$ cat config.mk
export PLATFORM = sky130hd
export DESIGN_NAME = uart_rx_buffer
export DESIGN_NICKNAME = d
export VERILOG_FILES = /design/src/rtl/uart_rx_buffer.sv
export SDC_FILE = /design/constraint.sdc
export NUM_CORES = 1
export LEC_CHECK = 0
export CAP_MARGIN = 10
export CORE_MARGIN = 4
export CORE_UTILIZATION = 47
export DETAILED_ROUTE_END_ITERATION = 7
export PLACE_DENSITY = 0.75
export SYNTH_ARGS = -nofsm -noshare
export SYNTH_HDL_FRONTEND = slang
export SYNTH_SLANG_ARGS = --single-unit
$ cat constraint.sdc
create_clock -name clk -period 1.71 [get_ports clk]
set_clock_uncertainty 0.05 [all_clocks]
set_input_delay 0.4275 -clock clk [delete_from_list [all_inputs] [get_ports clk]]
set_output_delay 0.4275 -clock clk [all_outputs]
set_load 0.05 [all_outputs]
$ cat src/rtl/uart_rx_buffer.sv
// uart_rx_buffer: 16x-oversampled 8-data/odd-parity/1-stop UART receiver with a 4-entry newest-first buffer.
// Define RX_PARITY_CHECK_EN to discard bad-parity frames and pulse parity_err.
`timescale 1ns/1ps

module uart_rx_buffer #(
    parameter int OVS_DIV = 651
) (
    input  logic            clk,
    input  logic            rst_n,
    input  logic            rx,
    input  logic            clr,
    output logic [3:0][7:0] Rdatas,
    output logic [7:0]      led,
    output logic [2:0]      count,
    output logic            rx_valid,
    output logic            parity_err,
    output logic            frame_err,
    output logic            overrun,
    output logic            busy
);
    localparam int TW = (OVS_DIV > 1) ? $clog2(OVS_DIV) : 1;
    localparam logic [TW-1:0] TICK_LAST = TW'(OVS_DIV - 1);

    typedef enum logic [2:0] {IDLE, START, DATA, PARITY, STOP} state_t;

    state_t        state;
    logic          rx_meta;
    logic          rxs;
    logic          rxs_prev;
    logic [TW-1:0] tick_cnt;
    logic [3:0]    phase;
    logic [2:0]    bit_cnt;
    logic [7:0]    shift_reg;
    logic          parity_bit;
    logic          tick;
    logic          sample;
    logic          stop_ok;
    logic          parity_good;
    logic          accept;

    assign tick        = (tick_cnt == TICK_LAST);
    assign sample      = tick && (phase == 4'd7);
    assign stop_ok     = (state == STOP) && sample && rxs;
    assign parity_good = ^{shift_reg, parity_bit};
    assign led         = Rdatas[0];

`ifdef RX_PARITY_CHECK_EN
    assign accept = stop_ok && parity_good;
`else
    // Parity is still captured but never gates acceptance.
    logic unused_parity;
    assign accept        = stop_ok;
    assign parity_err    = 1'b0;
    assign unused_parity = &{1'b0, parity_good};
`endif

    always_ff @(posedge clk) begin
        if (!rst_n) begin
            state      <= IDLE;
            busy       <= 1'b0;
            rx_meta    <= 1'b1;
            rxs        <= 1'b1;
            rxs_prev   <= 1'b1;
            tick_cnt   <= '0;
            phase      <= '0;
            bit_cnt    <= '0;
            shift_reg  <= '0;
            parity_bit <= 1'b0;
            Rdatas     <= '0;
            count      <= '0;
            rx_valid   <= 1'b0;
            frame_err  <= 1'b0;
            overrun    <= 1'b0;
`ifdef RX_PARITY_CHECK_EN
            parity_err <= 1'b0;
`endif
        end else begin
            rx_meta   <= rx;
            rxs       <= rx_meta;
            rxs_prev  <= rxs;
            rx_valid  <= 1'b0;
            frame_err <= 1'b0;
            overrun   <= 1'b0;
`ifdef RX_PARITY_CHECK_EN
            parity_err <= 1'b0;
`endif

            // Counters sit at zero in IDLE so they start fresh on entry to START.
            if (state == IDLE) begin
                tick_cnt <= '0;
                phase    <= '0;
            end else begin
                tick_cnt <= tick ? '0 : tick_cnt + TW'(1);
                if (tick) begin
                    phase <= phase + 4'd1;
                end
            end

            case (state)
                IDLE: begin
                    if (rxs_prev && !rxs) begin
                        state <= START;
                        busy  <= 1'b1;
                    end
                end
                START: begin
                    if (sample) begin
                        if (rxs) begin
                            state <= IDLE;
                            busy  <= 1'b0;
                        end else begin
                            state   <= DATA;
                            bit_cnt <= '0;
                        end
                    end
                end
                DATA: begin
                    if (sample) begin
                        shift_reg <= {rxs, shift_reg[7:1]};
                        bit_cnt   <= bit_cnt + 3'd1;
                        if (bit_cnt == 3'd7) begin
                            state <= PARITY;
                        end
                    end
                end
                PARITY: begin
                    if (sample) begin
                        parity_bit <= rxs;
                        state      <= STOP;
                    end
                end
                STOP: begin
                    if (sample) begin
                        state     <= IDLE;
                        busy      <= 1'b0;
                        frame_err <= !rxs;
`ifdef RX_PARITY_CHECK_EN
                        parity_err <= rxs && !parity_good;
`endif
                    end
                end
                default: begin
                    state <= IDLE;
                    busy  <= 1'b0;
                end
            endcase

            // A clear coinciding with an accept leaves only the new byte.
            if (accept) begin
                rx_valid <= 1'b1;
                if (clr) begin
                    Rdatas <= {8'h00, 8'h00, 8'h00, shift_reg};
                    count  <= 3'd1;
                end else begin
                    Rdatas <= {Rdatas[2:0], shift_reg};
                    if (count == 3'd4) begin
                        overrun <= 1'b1;
                    end else begin
                        count <= count + 3'd1;
                    end
                end
            end else if (clr) begin
                Rdatas <= '0;
                count  <= '0;
            end
        end
    end

endmodule

== After elaboration in Yosys (flattened, before gate mapping) ==
Cells that the tools add are included.

* Bitwise operators: 3
* Eq/ne operators: 17
* $add $sub $neg: 4
* Multiplexer cells: 26
* Reduce and logical (&&, ||, !) cells: 18

{| class="wikitable"
|+ Operator list
! operator !! number
|-
| $mux W32 || 3
|-
| $mux W3 || 13
|-
| $ne A2 B2 Y1 const B || 8
|-
| $pmux W3 S5 || 1
|-
| $add A10 B1 Y10 const B || 1
|-
| $eq A10 B10 Y1 const B || 1
|-
| $eq A3 B3 Y1 const B || 3
|-
| $add A3 B1 Y3 const B || 2
|-
| $eq A3 B2 Y1 const B || 2
|-
| $mux W1 || 6
|-
| $pmux W3 S2 || 1
|-
| $reduce_and A6 Y1 || 1
|-
| $reduce_or A3 Y1 || 2
|-
| $reduce_and A5 Y1 || 1
|-
| $add A4 B1 Y4 const B || 1
|-
| $eq A4 B3 Y1 const B || 1
|-
| $logic_and A1 B1 Y1 || 4
|-
| $pmux W1 S4 || 1
|-
| $reduce_and A2 Y1 || 2
|-
| $reduce_and A4 Y1 || 1
|-
| $reduce_bool A2 Y1 || 2
|-
| $reduce_or A2 Y1 || 2
|-
| $eq A3 B1 Y1 const B || 1
|-
| $logic_not A3 Y1 || 1
|-
| other kinds (5) || 7
|}

* Output and inout bits: 48
* Input bits: 4
* Logic and storage cells: 85
* Bits in registers: 70

== Logic depth before layout (Yosys ltp) ==
Gate-level depths: netlist (run 1).

* Word-level depth: 6
* Gate-level depth with buffers: 8

== Worst setup path before layout (run 1) ==
Ideal clock, no wire load.

* Path kind: reg2reg
* From: register tick_cnt[0]
* To: register Rdatas, in the netlist led[2]
* Required time: 1,528 ps
* Slack: 11 ps
* Setup time: 132 ps
* Arrival: 1,517 ps
* Period minus slack after synthesis: 1,699 ps
* Cell stages (with the launch flop): 9
* Cell sequence: dfxtp_1 inv_1 ha_1 nor4b_4 nand4_1 clkbuf_1 buf_2 o211ai_1 a21oi_1

* Word-level cells in the longest chain between the ends: 5
* Elaborated cells between the ends (all ways): 6
* Those cells by class: eq/ne (1); mux (1); reduce/logical (4)

{| class="wikitable"
|+ RTL lines
! element !! RTL line !! source
|-
| start, declared || 30 || <nowiki>logic [TW-1:0] tick_cnt;</nowiki>
|-
| start signal, assigned || 93 || <nowiki>tick_cnt <= tick ? '0 : tick_cnt + TW'(1);</nowiki>
|-
| $eq A10 B10 Y1 * || 41 || <nowiki>assign tick = (tick_cnt == TICK_LAST);</nowiki>
|-
| $logic_and A1 B1 Y1 * || 42 || <nowiki>assign sample = tick && (phase == 4'd7);</nowiki>
|-
| $logic_and A1 B1 Y1 * (2 in series) || 43 || <nowiki>assign stop_ok = (state == STOP) && sample && rxs;</nowiki>
|-
| $mux W32 or $reduce_bool A2 Y1 (tied branches) || -- ||
|-
| end signal, assigned || 152 || <nowiki>Rdatas <= {8'h00, 8'h00, 8'h00, shift_reg};</nowiki>
|-
| end signal, assigned || 155 || <nowiki>Rdatas <= {Rdatas[2:0], shift_reg};</nowiki>
|-
| end, declared || 12 || <nowiki>output logic [3:0][7:0] Rdatas,</nowiki>
|}

Every way passes the cells marked *; elsewhere a longest branch is shown, timed or not.
A chain may end at the register's enable or synchronous reset.

== Worst setup path in the final report (run 1) ==
* From: register tick_cnt[0]
* To: register Rdatas, in the netlist led[6]

Same word-level chain as after synthesis.

==> results of run 1 <==
-- cells in the final DEF (no fill, tap or decap), types with 3 or more instances in the layout --
cell type         n
a21oi_1          50
and3_1            4
buf_12           44
buf_4            33
buf_6             3
clkbuf_8         10
clkdlybuf4s50_1   3
dfxtp_1          68
ha_1              6
inv_1             7
nand2_1          10
nand2b_1          4
nand3_1          50
nand4_1           5
nor2_1           19
nor2b_1           3
nor3_1            4
o211ai_1          8
o21ai_0           8
o21ai_1          22
o21ai_2           6
xnor2_1           9
xor2_1            3
-- cells by family (layout without fill, tap and decap cells) --
family                     Yosys count  in the layout  share of synthesized area
AOI/OAI and AO/OA                  102            102                      0.184
xor gates and xnor gates            12             12                     0.0351
adders and majority gates            7              7                     0.0292
buffers and inverters               44            108                     0.0727
DFF                                 70             70                      0.468
muxes                                2              2                    0.00668
other                                1              1                    0.00125
and+or+nand+nor                    114            114                      0.203
-- per-layer routing --
layer | up-vias | track usage | part of all wire
met5 | - | 0 | 0
met2 | 86 | 0.347 | 0.52
met1 | 1374 | 0.262 | 0.42
li1 | 1368 | - | -
met3 | 14 | 0.0386 | 0.044
met4 | 0 | 0.0962 | 0.017
-- stage by stage --
stage	worst slack (ns)	total power [mW]	hold slack (ns)	cells
finish	-0.149	3.44	0.366	491
global route	-0.204	3.56	0.397	491
CTS	-0.0857	3.44	0.374	491
detailed placement	-0.0680	1.96	0.356	473
global placement	-0.0178	1.96	0.340	473
floorplan	0.0108	1.86	0.336	352
-- power groups by stage --
stage / clock (mW) / combinational (mW) / sequential, mW
6_report: 1.50 / 0.263 / 1.68
5_1_grt: 1.59 / 0.288 / 1.68
4_1_cts: 1.51 / 0.257 / 1.68
3_5_place_dp: 0 / 0.249 / 1.71
3_3_place_gp: 0 / 0.244 / 1.71
2_1_floorplan: 0 / 0.131 / 1.73
-- what timing repair did --
item | in CTS | in global routing
buffers inserted | 2 | 0
resized for setup | 10 | 13
hold endpoints to repair | 0 | 0
pin swaps | 4 | 14
cloned | 0 | 1
setup endpoints to repair | 43 | 63
-- area by class of cell --
cell class	count	area (um2)
multi-input cells	238	1430
clock buffers	10	138
inverters	8	30.0
clock inverters	6	85.1
flip-flops and latches	70	1400
fillers	429	1660
repair buffers	84	1220
well taps	75	93.8
-- final timing paths --
check	to	from	slack (ns)	cells past startpoint
worst min-delay path	rxs	rx_meta	0.37	1
worst min register to register	rxs	rx_meta	0.37	1
worst max register to register	led[6]	tick_cnt[0]	-0.15	8
worst max-delay path	led[6]	tick_cnt[0]	-0.15	8
==> summary.md, run 1 <==
| Metric | Value |
|---|---|
| Status | `finished with violations` |
| Failing checks | `negative setup slack` |
| Critical-path maximum fanout | `5` |
| Sw Ratio | `0.238` |
| Vias in the first global route | `2697` |
| Synth area leader | `dfxtp_1` |
| Fin crit share | `1.09` |
| Crit path DAT | `2.03 ns` |
| Post-Synthesis Cell Area | `3000 um2` |
| Synthesized instance count | `352` |
| Max Buffers Root-to-Sink | `2` |
| Pwr dens | `782 nW/um2` |
| Total CTS buffers | `9` |
| Ys async rst share | `0` |
| Clock Power Share | `0.435` |
| CP delay by family, top | `simple AND/OR/NAND/NOR gates` |
| # setup viols final | `48` |
| Largest register by flop count | `Rdatas` |
| IO buf count | `50` |
| Comb pwr share | `0.076` |
| Placed Area | `4080 um2` |
| Die Width | `87.8 um` |
| Worst Setup Slack, final | `-0.149 ns` |
| Routed length per instance | `15.9 um` |
| Share of the synthesized area in the top cell type | `0.468` |
| Clock sink count | `70` |
| Count leader, synth | `dfxtp_1` |
| Row count | `28` |
| Buf+Inv Stages, Crit Path | `3` |
| Crit-path max cell delay | `0.33 ns` |
| Post-synth EDFFs | `0` |
| Antenna violations before repair | `0` |
| GRT Resource Usage Total | `0.209` |
| Final ANT Viol Nets | `0` |
| Max cap viols | `0` |
| Max FFs per register | `24` |
| Register share of total power | `0.488` |
| Design area | `4400 um2` |
| Post-layout util | `0.725` |
| CP Data Required Time | `1.89 ns` |
| Global route overflow | `0` |
| Diodes inserted | `0` |
| Worst hold path type | `reg2reg` |
| I/O Pins | `52` |
| Synth cell count leaders | `dfxtp_1, a21oi_1, nand3_1` |
| Detailed placement HPWL | `5260 um` |
| Drt first pass iters | `4` |
| Area contributors post-synth | `dfxtp_1, a21oi_1, nand3_1, o21ai_1, buf_4` |
| Placer Congestion | `0.888` |
| Fin crit period | `1.86 ns` |
| Layout cells sized above 1 | `0.274` |
| Synth Flop Type | `dfxtp_1` |
| Initial DRC count | `178` |
| Maximum vdd drop | `547 uV` |
| NetSw | `0.817 mW` |
| Synthesized netlist net count | `363` |
| Skew-Pair Late Insertion Delay | `0.34 ns` |
| Design internal power | `2.62 mW` |
| Syn. warnings | `0` |
| Nets | `422` |
| Core footprint | `6060 um2` |
| CP cell instances | `inv_2 > ha_4 > nor4b_4 > nand4_1 > buf_6 > buf_12 > o211ai_1 > a21oi_1` |
| Final Hold Viols | `0` |
| Vert. Die Dim | `87.8 um` |
| RSZ-0062 raised after global routing | `yes` |
| First-pass GRT wire length | `12700 um` |
| Hold_buf cts | `0` |
| Largest net degree at the start of global routing | `33` |
| Pins Over Slew Limit | `0` |
| WL final | `7800 um` |
| Nature of the critical path endpoint | `register` |
| DR vias | `2842` |
| Root Buffer | `clkbuf_8` |
| Kind of critical path | `reg2reg` |
| Synthesized area per cell | `8.51 um2` |
| # DRC | `0` |
| Distinct cells, synth | `41` |
| DIE AREA | `7710 um2` |
| Max Clock Freq | `538 MHz` |
| Clock transition at path regs | `0.08 ns` |
| Initial Util | `0.494` |
| Sum Neg Setup Slack | `-3.01 ns` |
| Area grow syn2layout | `46.8%` |
| Flops & latches, synth | `70` |
| Top flop regs | `Rdatas (24), tick_cnt (10)` |
| CTS tree | `built` |
| H-tree depth | `3` |
| Seq/Total Area, Yosys | `0.468` |
| Via/cell ratio | `5.79` |
| CP max-delay cell | `dfxtp_2` |
| Leak Pwr | `1.58 nW` |
| Startpoint Class | `register` |
Note: power is estimated with default switching activity, not from simulation.
==> run 2: changes to the inputs <==
Settings changed: CTS_CLUSTER_DIAMETER from default to 50, SLEW_MARGIN from default to 20.
==> results of run 2 <==
Same layout as run 1: the final DEF is identical, and so are final timing and power.
==> run 3: changes to the inputs <==
Settings changed: CAP_MARGIN 10 to default, CTS_CLUSTER_DIAMETER 50 to 60.
==> results of run 3 <==
Same layout as run 1: the final DEF is identical, and so are final timing and power.
